## config.mk

```make
export PLATFORM = sky130hd
export DESIGN_NAME = quad_eval_pipe
export DESIGN_NICKNAME = d
export VERILOG_FILES = /design/src/rtl/quad_pkg.sv /design/src/rtl/quad_stage.sv /design/src/rtl/quad_eval_pipe.sv
export SDC_FILE = /design/constraint.sdc
export NUM_CORES = 1
export LEC_CHECK = 0
export ABC_AREA = 0
export CAP_MARGIN = 20
export CORE_MARGIN = 4
export CORE_UTILIZATION = 65
export DETAILED_ROUTE_END_ITERATION = 6
export GPL_TIMING_DRIVEN = 1
export HOLD_SLACK_MARGIN = 0.02
export PLACE_DENSITY = 0.92
export RECOVER_POWER = 25
export SYNTH_ARGS = -nofsm -noshare
export SYNTH_HDL_FRONTEND = slang
export SYNTH_SLANG_ARGS = --single-unit
```

## constraint.sdc

```tcl
create_clock -name clk -period 12.5 [get_ports clk]
set_clock_uncertainty 0.1 [all_clocks]
set_input_delay 1.875 -clock clk [delete_from_list [all_inputs] [get_ports clk]]
set_output_delay 1.875 -clock clk [all_outputs]
set_load 0.005 [all_outputs]
```

## src/rtl/quad_pkg.sv

```systemverilog
// Shared constants and helpers for the quadratic evaluation pipeline.
package quad_pkg;

    localparam int unsigned NUM_STAGES  = 3;
    localparam int unsigned MODE_SQUARE = 0;
    localparam int unsigned MODE_QUAD   = 1;

    // Working width wide enough for A*x*x + B*x + C with WIDTH-bit operands.
    function automatic int unsigned calc_width(input int unsigned width);
        return 3 * width + 2;
    endfunction

endpackage

```

## src/rtl/quad_stage.sv

```systemverilog
// One elastic register slice: payload plus valid bit. Loads when empty or when
// its current content drains downstream in the same cycle, otherwise holds.
module quad_stage #(
    parameter int unsigned W = 8
) (
    input  logic         clk,
    input  logic         rst_n,
    input  logic         valid_i,
    input  logic [W-1:0] data_i,
    output logic         ready_c_o,
    output logic         valid_o,
    output logic [W-1:0] data_o,
    input  logic         ready_i
);

    logic         valid_q;
    logic         valid_d;
    logic [W-1:0] data_q;
    logic [W-1:0] data_d;

    assign ready_c_o = !valid_q || ready_i;

    // A bubble still loads so the valid bit clears; payload only moves on real data.
    always_comb begin
        valid_d = valid_q;
        data_d  = data_q;
        if (ready_c_o) begin
            valid_d = valid_i;
            if (valid_i) begin
                data_d = data_i;
            end
        end
    end

    always_ff @(posedge clk or negedge rst_n) begin
        if (!rst_n) begin
            valid_q <= 1'b0;
            data_q  <= '0;
        end else begin
            valid_q <= valid_d;
            data_q  <= data_d;
        end
    end

    assign valid_o = valid_q;
    assign data_o  = data_q;

endmodule

```

## src/rtl/quad_eval_pipe.sv

```systemverilog
// Three-stage elastic pipeline evaluating y = A*x*x + B*x + C (or x*x in square
// mode), with overflow flag for results beyond WIDTH bits.
module quad_eval_pipe
    import quad_pkg::*;
#(
    parameter int unsigned      WIDTH = 16,
    parameter logic [WIDTH-1:0] A     = WIDTH'(101),
    parameter logic [WIDTH-1:0] B     = WIDTH'(59),
    parameter logic [WIDTH-1:0] C     = WIDTH'(76),
    parameter int unsigned      MODE  = MODE_QUAD
) (
    input  logic             clk,
    input  logic             rst,
    input  logic [WIDTH-1:0] i_x,
    input  logic             i_valid_in,
    output logic             i_ready_out,
    output logic [WIDTH-1:0] o_y,
    output logic             o_ovf,
    output logic             o_valid_out,
    input  logic             o_ready_in
);

    localparam int unsigned CW     = calc_width(WIDTH);
    localparam int unsigned S1W    = 2 * CW;
    localparam int unsigned S3W    = WIDTH + 1;
    localparam bit          IS_QUAD = (MODE == MODE_QUAD);

    // Square mode zeroes the linear and constant terms and skips the A scaling.
    localparam logic [CW-1:0] A_EXT = CW'(A);
    localparam logic [CW-1:0] B_EXT = IS_QUAD ? CW'(B) : '0;
    localparam logic [CW-1:0] C_EXT = IS_QUAD ? CW'(C) : '0;

    logic [CW-1:0]  x_ext;
    logic [CW-1:0]  s1_sq_d;
    logic [CW-1:0]  s1_bx_d;
    logic [S1W-1:0] s1_data;
    logic           s1_valid;
    logic           s2_ready_c;
    logic [CW-1:0]  s1_sq;
    logic [CW-1:0]  s1_bx;

    logic [CW-1:0]  s2_d;
    logic [CW-1:0]  s2_data;
    logic           s2_valid;
    logic           s3_ready_c;

    logic [CW-1:0]  s3_sum;
    logic [S3W-1:0] s3_d;
    logic [S3W-1:0] s3_data;

    // Stage 1: x*x and B*x
    assign x_ext   = CW'(i_x);
    assign s1_sq_d = x_ext * x_ext;
    assign s1_bx_d = B_EXT * x_ext;

    quad_stage #(
        .W (S1W)
    ) u_stage1 (
        .clk       (clk),
        .rst_n     (rst),
        .valid_i   (i_valid_in),
        .data_i    ({s1_sq_d, s1_bx_d}),
        .ready_c_o (i_ready_out),
        .valid_o   (s1_valid),
        .data_o    (s1_data),
        .ready_i   (s2_ready_c)
    );

    assign s1_sq = s1_data[S1W-1:CW];
    assign s1_bx = s1_data[CW-1:0];

    // Stage 2: A*(x*x) + B*x
    assign s2_d = IS_QUAD ? (A_EXT * s1_sq + s1_bx) : s1_sq;

    quad_stage #(
        .W (CW)
    ) u_stage2 (
        .clk       (clk),
        .rst_n     (rst),
        .valid_i   (s1_valid),
        .data_i    (s2_d),
        .ready_c_o (s2_ready_c),
        .valid_o   (s2_valid),
        .data_o    (s2_data),
        .ready_i   (s3_ready_c)
    );

    // Stage 3: add C, fold upper bits into the overflow flag
    assign s3_sum = s2_data + C_EXT;
    assign s3_d   = {|s3_sum[CW-1:WIDTH], s3_sum[WIDTH-1:0]};

    quad_stage #(
        .W (S3W)
    ) u_stage3 (
        .clk       (clk),
        .rst_n     (rst),
        .valid_i   (s2_valid),
        .data_i    (s3_d),
        .ready_c_o (s3_ready_c),
        .valid_o   (o_valid_out),
        .data_o    (s3_data),
        .ready_i   (o_ready_in)
    );

    assign o_y   = s3_data[WIDTH-1:0];
    assign o_ovf = s3_data[WIDTH];

endmodule

```

==> results_dict.tcl <==
set metrics [dict create \
    layout.nets 2644 \
    finalCoreUtilization_pct 69.5 \
    max_slew.worst_pin.slew_ns 2.95 \
    grt_start_max_net_pins 98 \
    vias 14300 \
    setup_viol 0 \
    fp.dieH_um 179 \
    drt_iter0_drc 947 \
    drc 0 \
    die_x_um 179 \
    cts.repair.resized 0 \
    fill_cells 2049 \
    setup_tns_ns 0 \
    synth-compound-area-share_pct 11.7 \
    ys_types 75 \
    crit_buf_inv 6 \
    crit_type "in2reg" \
    hold_viol_final 0 \
    use_met2_pct 48.6 \
    critical_path_required_ns 12.61 \
    drt_pass1_iterations 5 \
    viasPerCell 5.80 \
    synth-edff-count 0 \
    antenna_cells 0 \
    reg2reg_depth 16 \
    relSlewSlack_pct -96.8 \
    cp_max_fo 18 \
    hold_path_depth 2 \
    wl_per_cell_um 17.3 \
    syn_inst 2071 \
    root_buffer "clkbuf_16" \
    cp_cell_sequence "clkdlybuf4s50_1, inv_1, nor2_1, inv_1, fa_1, fa_1, inv_1, ha_1, fa_1, fa_1, inv_1, fa_1, inv_1, ha_1, a21o_1, a21oi_1, a2bb2oi_1, o21ai_1, o41a_1, a221oi_2, o21ai_1, xnor2_1, o21ai_1" \
    synth_flop_cell "dfrtp_1" \
    hold_start "u_stage3.data_o[5]" \
    cts_sinks 111 \
    numCtsBuffers 9 \
    muxShareOfSynthArea_pct 0.638 \
    start_util_pct 66.1 \
    yosysWarnings 0 \
    top_usage_layer "met2" \
    cts_buffer_depth 2 \
    port_buffers 37 \
    reg2reg_slack_ns 7.47 \
    dieArea_um2 32100 \
    cp_top_family "adder cells" \
    synth_top_family_by_area "adder cells" \
    wirelength_um 42700 \
    rsz0062_at_grt "no" \
    reg2reg_to "u_stage2.data_o[40]" \
    netlist_area_um2 19000 \
    synth-simple-area-share_pct 10.9 \
    use_met1_pct 34.8 \
    syn_nets 2642 \
    min_path_type "reg2reg" \
    cpMaxStageDelayCell "clkdlybuf4s50_1" \
    synth_xor_area_share_pct 4.79 \
    max_stage_delay_ns 1.08 \
    fin_crit_sh_pct 71.2 \
    avgSynthCellArea_um2 9.18 \
    gp_congestion 0.922 \
    violations "capacitance limit, slew limit" \
    min_to "u_stage3.data_o[5]" \
    ys_ff_latch 111 \
    grt_remaining_overflow 0 \
    area_growth_pct 5.10 \
    core_region_area_um2 28800 \
    cts_hold_buf 0 \
    clk_latency_ns 0.36 \
    ys_seq_area_share_pct 14.6 \
    drv_cap 2 \
    synth_fa_ha_area_share_pct 47.1 \
    drive_above_1_share_pct 3.18 \
    antenna_found_initial 0 \
    cp-start-kind "input pin" \
    grt_pass1_wl_um 72500 \
    cts_setup_buffers 0 \
    cts_tree "done" \
    reg2reg_from "u_stage1.data_o[64]" \
    async_flop_share_pct 100 \
    grt_pass1_vias 15500 \
    clock.fmax_ghz 0.112 \
    track_usage_pct 27.9 \
    finalCriticalPeriod_ns 8.90 \
    drtAntennaViolNets 0 \
    rows 62 \
    io_pins 39 \
    outcome "complete, but fails checks" \
    dp_hpwl_um 35400 \
    slew_violations 114 \
    htree_levels 3 \
    clk_pin_slew_ns 0.07 \
    endpoint_kind "flop" \
    grtUsageMet3_pct 4.13 \
    cp_data_arrival_time_ns 9.01 \
]
==> how the worst max path moves through the flow <==
stage,startpoint,to,depth (start not counted)
after floorplan,i_x[7],u_stage1.data_o[80],23
after global placement,i_x[6],u_stage1.data_o[80],22
after detailed placement,i_x[9],u_stage1.data_o[76],24
after CTS,i_x[9],u_stage1.data_o[76],24
after global routing,i_x[9],u_stage1.data_o[75],24
final,i_x[1],u_stage1.data_o[76],23
==> routing by layer <==
metal | vias to the layer above | part of all wire (%)
li1 | 6635 | -
met1 | 7022 | 40
met2 | 495 | 51
met3 | 128 | 5.4
met4 | 0 | 4.0
met5 | - | 0
==> cell type report <==
type	count	area (µm²)	area share, %
clock buffer	10	239	1.20
clock inverter	6	56.3	0.282
inverter	459	1720	8.62
multi-input combinational	1448	14300	71.5
sequential	111	2780	13.9
tap	384	480	2.40
timing repair buffer	44	413	2.07
==> cells in the mapped netlist, drive strengths merged, types with 3 or more instances <==
master   instances  share of area, %
a21oi           68               2.0
o31ai            5              0.20
nand3b           3              0.14
or3              4              0.13
a41o             3              0.16
nor2            68               1.4
and4             6              0.28
nor4             9              0.30
nand2b          10              0.33
a211o            5              0.23
o2111ai          4              0.22
o21bai          12              0.47
clkbuf          47              0.94
ha             275                18
and2            37               1.2
mux2             9              0.53
or2              5              0.16
o211ai           4              0.16
nand2          208               4.1
a41oi            5              0.33
dfrtp          111                15
xnor2           50               2.3
nor3            20              0.53
nand3           29              0.76
a21o            40               1.6
xor2            54               2.5
a2111oi          4              0.22
buf              6              0.24
a21boi           4              0.16
nand4           15              0.53
a221oi           4              0.28
fa             276                29
a311oi           3              0.14
o21ai          132               3.6
o21a             6              0.24
a31o             3              0.14
nor2b            5              0.16
inv            459               9.1
or4              5              0.20
and3            14              0.46
a211oi           9              0.38
a31oi           12              0.43
==> cell families (layout without fill, tap and decap cells) <==
group           count (synthesis)  in the layout
fa+ha+maj                     551            551
simple gates                  442            442
xor+xnor                      104            104
mux                            11             11
flops                         111            111
other cells                     1              1
compound gates                339            339
buf+inv                       512            519
==> worst register-to-register path: stages, from the launching register on <==
cell       delay [ns]
dfrtp_1          0.47
ha_1             0.32
inv_1            0.05
fa_1             0.51
inv_1            0.07
fa_1             0.52
fa_1             0.49
ha_1             0.43
a21oi_4          0.21
o21ai_2          0.09
a2111oi_2        0.39
o21bai_1         0.13
a311o_1          0.36
a41oi_4          0.27
o31a_4           0.22
o21ai_2          0.06
a41o_1           0.24
==> stage by stage <==
stage / cells / setup slack [ns] / hold WS [ns] / area [µm²]
after floorplan: 2071 / 4.86 / 0.342 / 19000
after global placement: 2446 / 3.59 / 0.360 / 19700
after detailed placement: 2446 / 3.32 / 0.369 / 19700
after CTS: 2462 / 3.70 / 0.386 / 20000
after global routing: 2462 / 3.34 / 0.402 / 20000
final: 2462 / 3.60 / 0.379 / 20000
==> cell usage in the layout (no fill, tap or decap), types with 5 or more instances in the layout <==
cell type,n
inv_1,459
fa_1,276
ha_1,275
nand2_1,206
o21ai_0,124
dfrtp_1,111
nor2_1,66
a21oi_1,65
xor2_1,54
xnor2_1,50
a21o_1,40
and2_1,36
clkdlybuf4s50_1,35
nand3_1,29
nor3_1,20
and3_1,14
nand4_1,14
o21bai_1,12
a31oi_1,11
nand2b_1,10
mux2_2,9
nor4_1,9
clkbuf_16,9
a211oi_1,8
and4_1,6
o21a_1,6
buf_4,6
or2_2,5
nor2b_1,5
o31ai_1,5
a211o_1,5
or4_1,5
==> state kept, by name, indices dropped and copies added, names as in the netlist <==
signal,count
u_stage3.data_o,16
u_stage2.data_o,40
u_stage1.data_o,52
u_stage2.valid_o,1
u_stage3.valid_o,1
u_stage1.valid_o,1
Power is not shown: default switching activity piles up to over one toggle a cycle in this logic, so the estimate is an artifact.
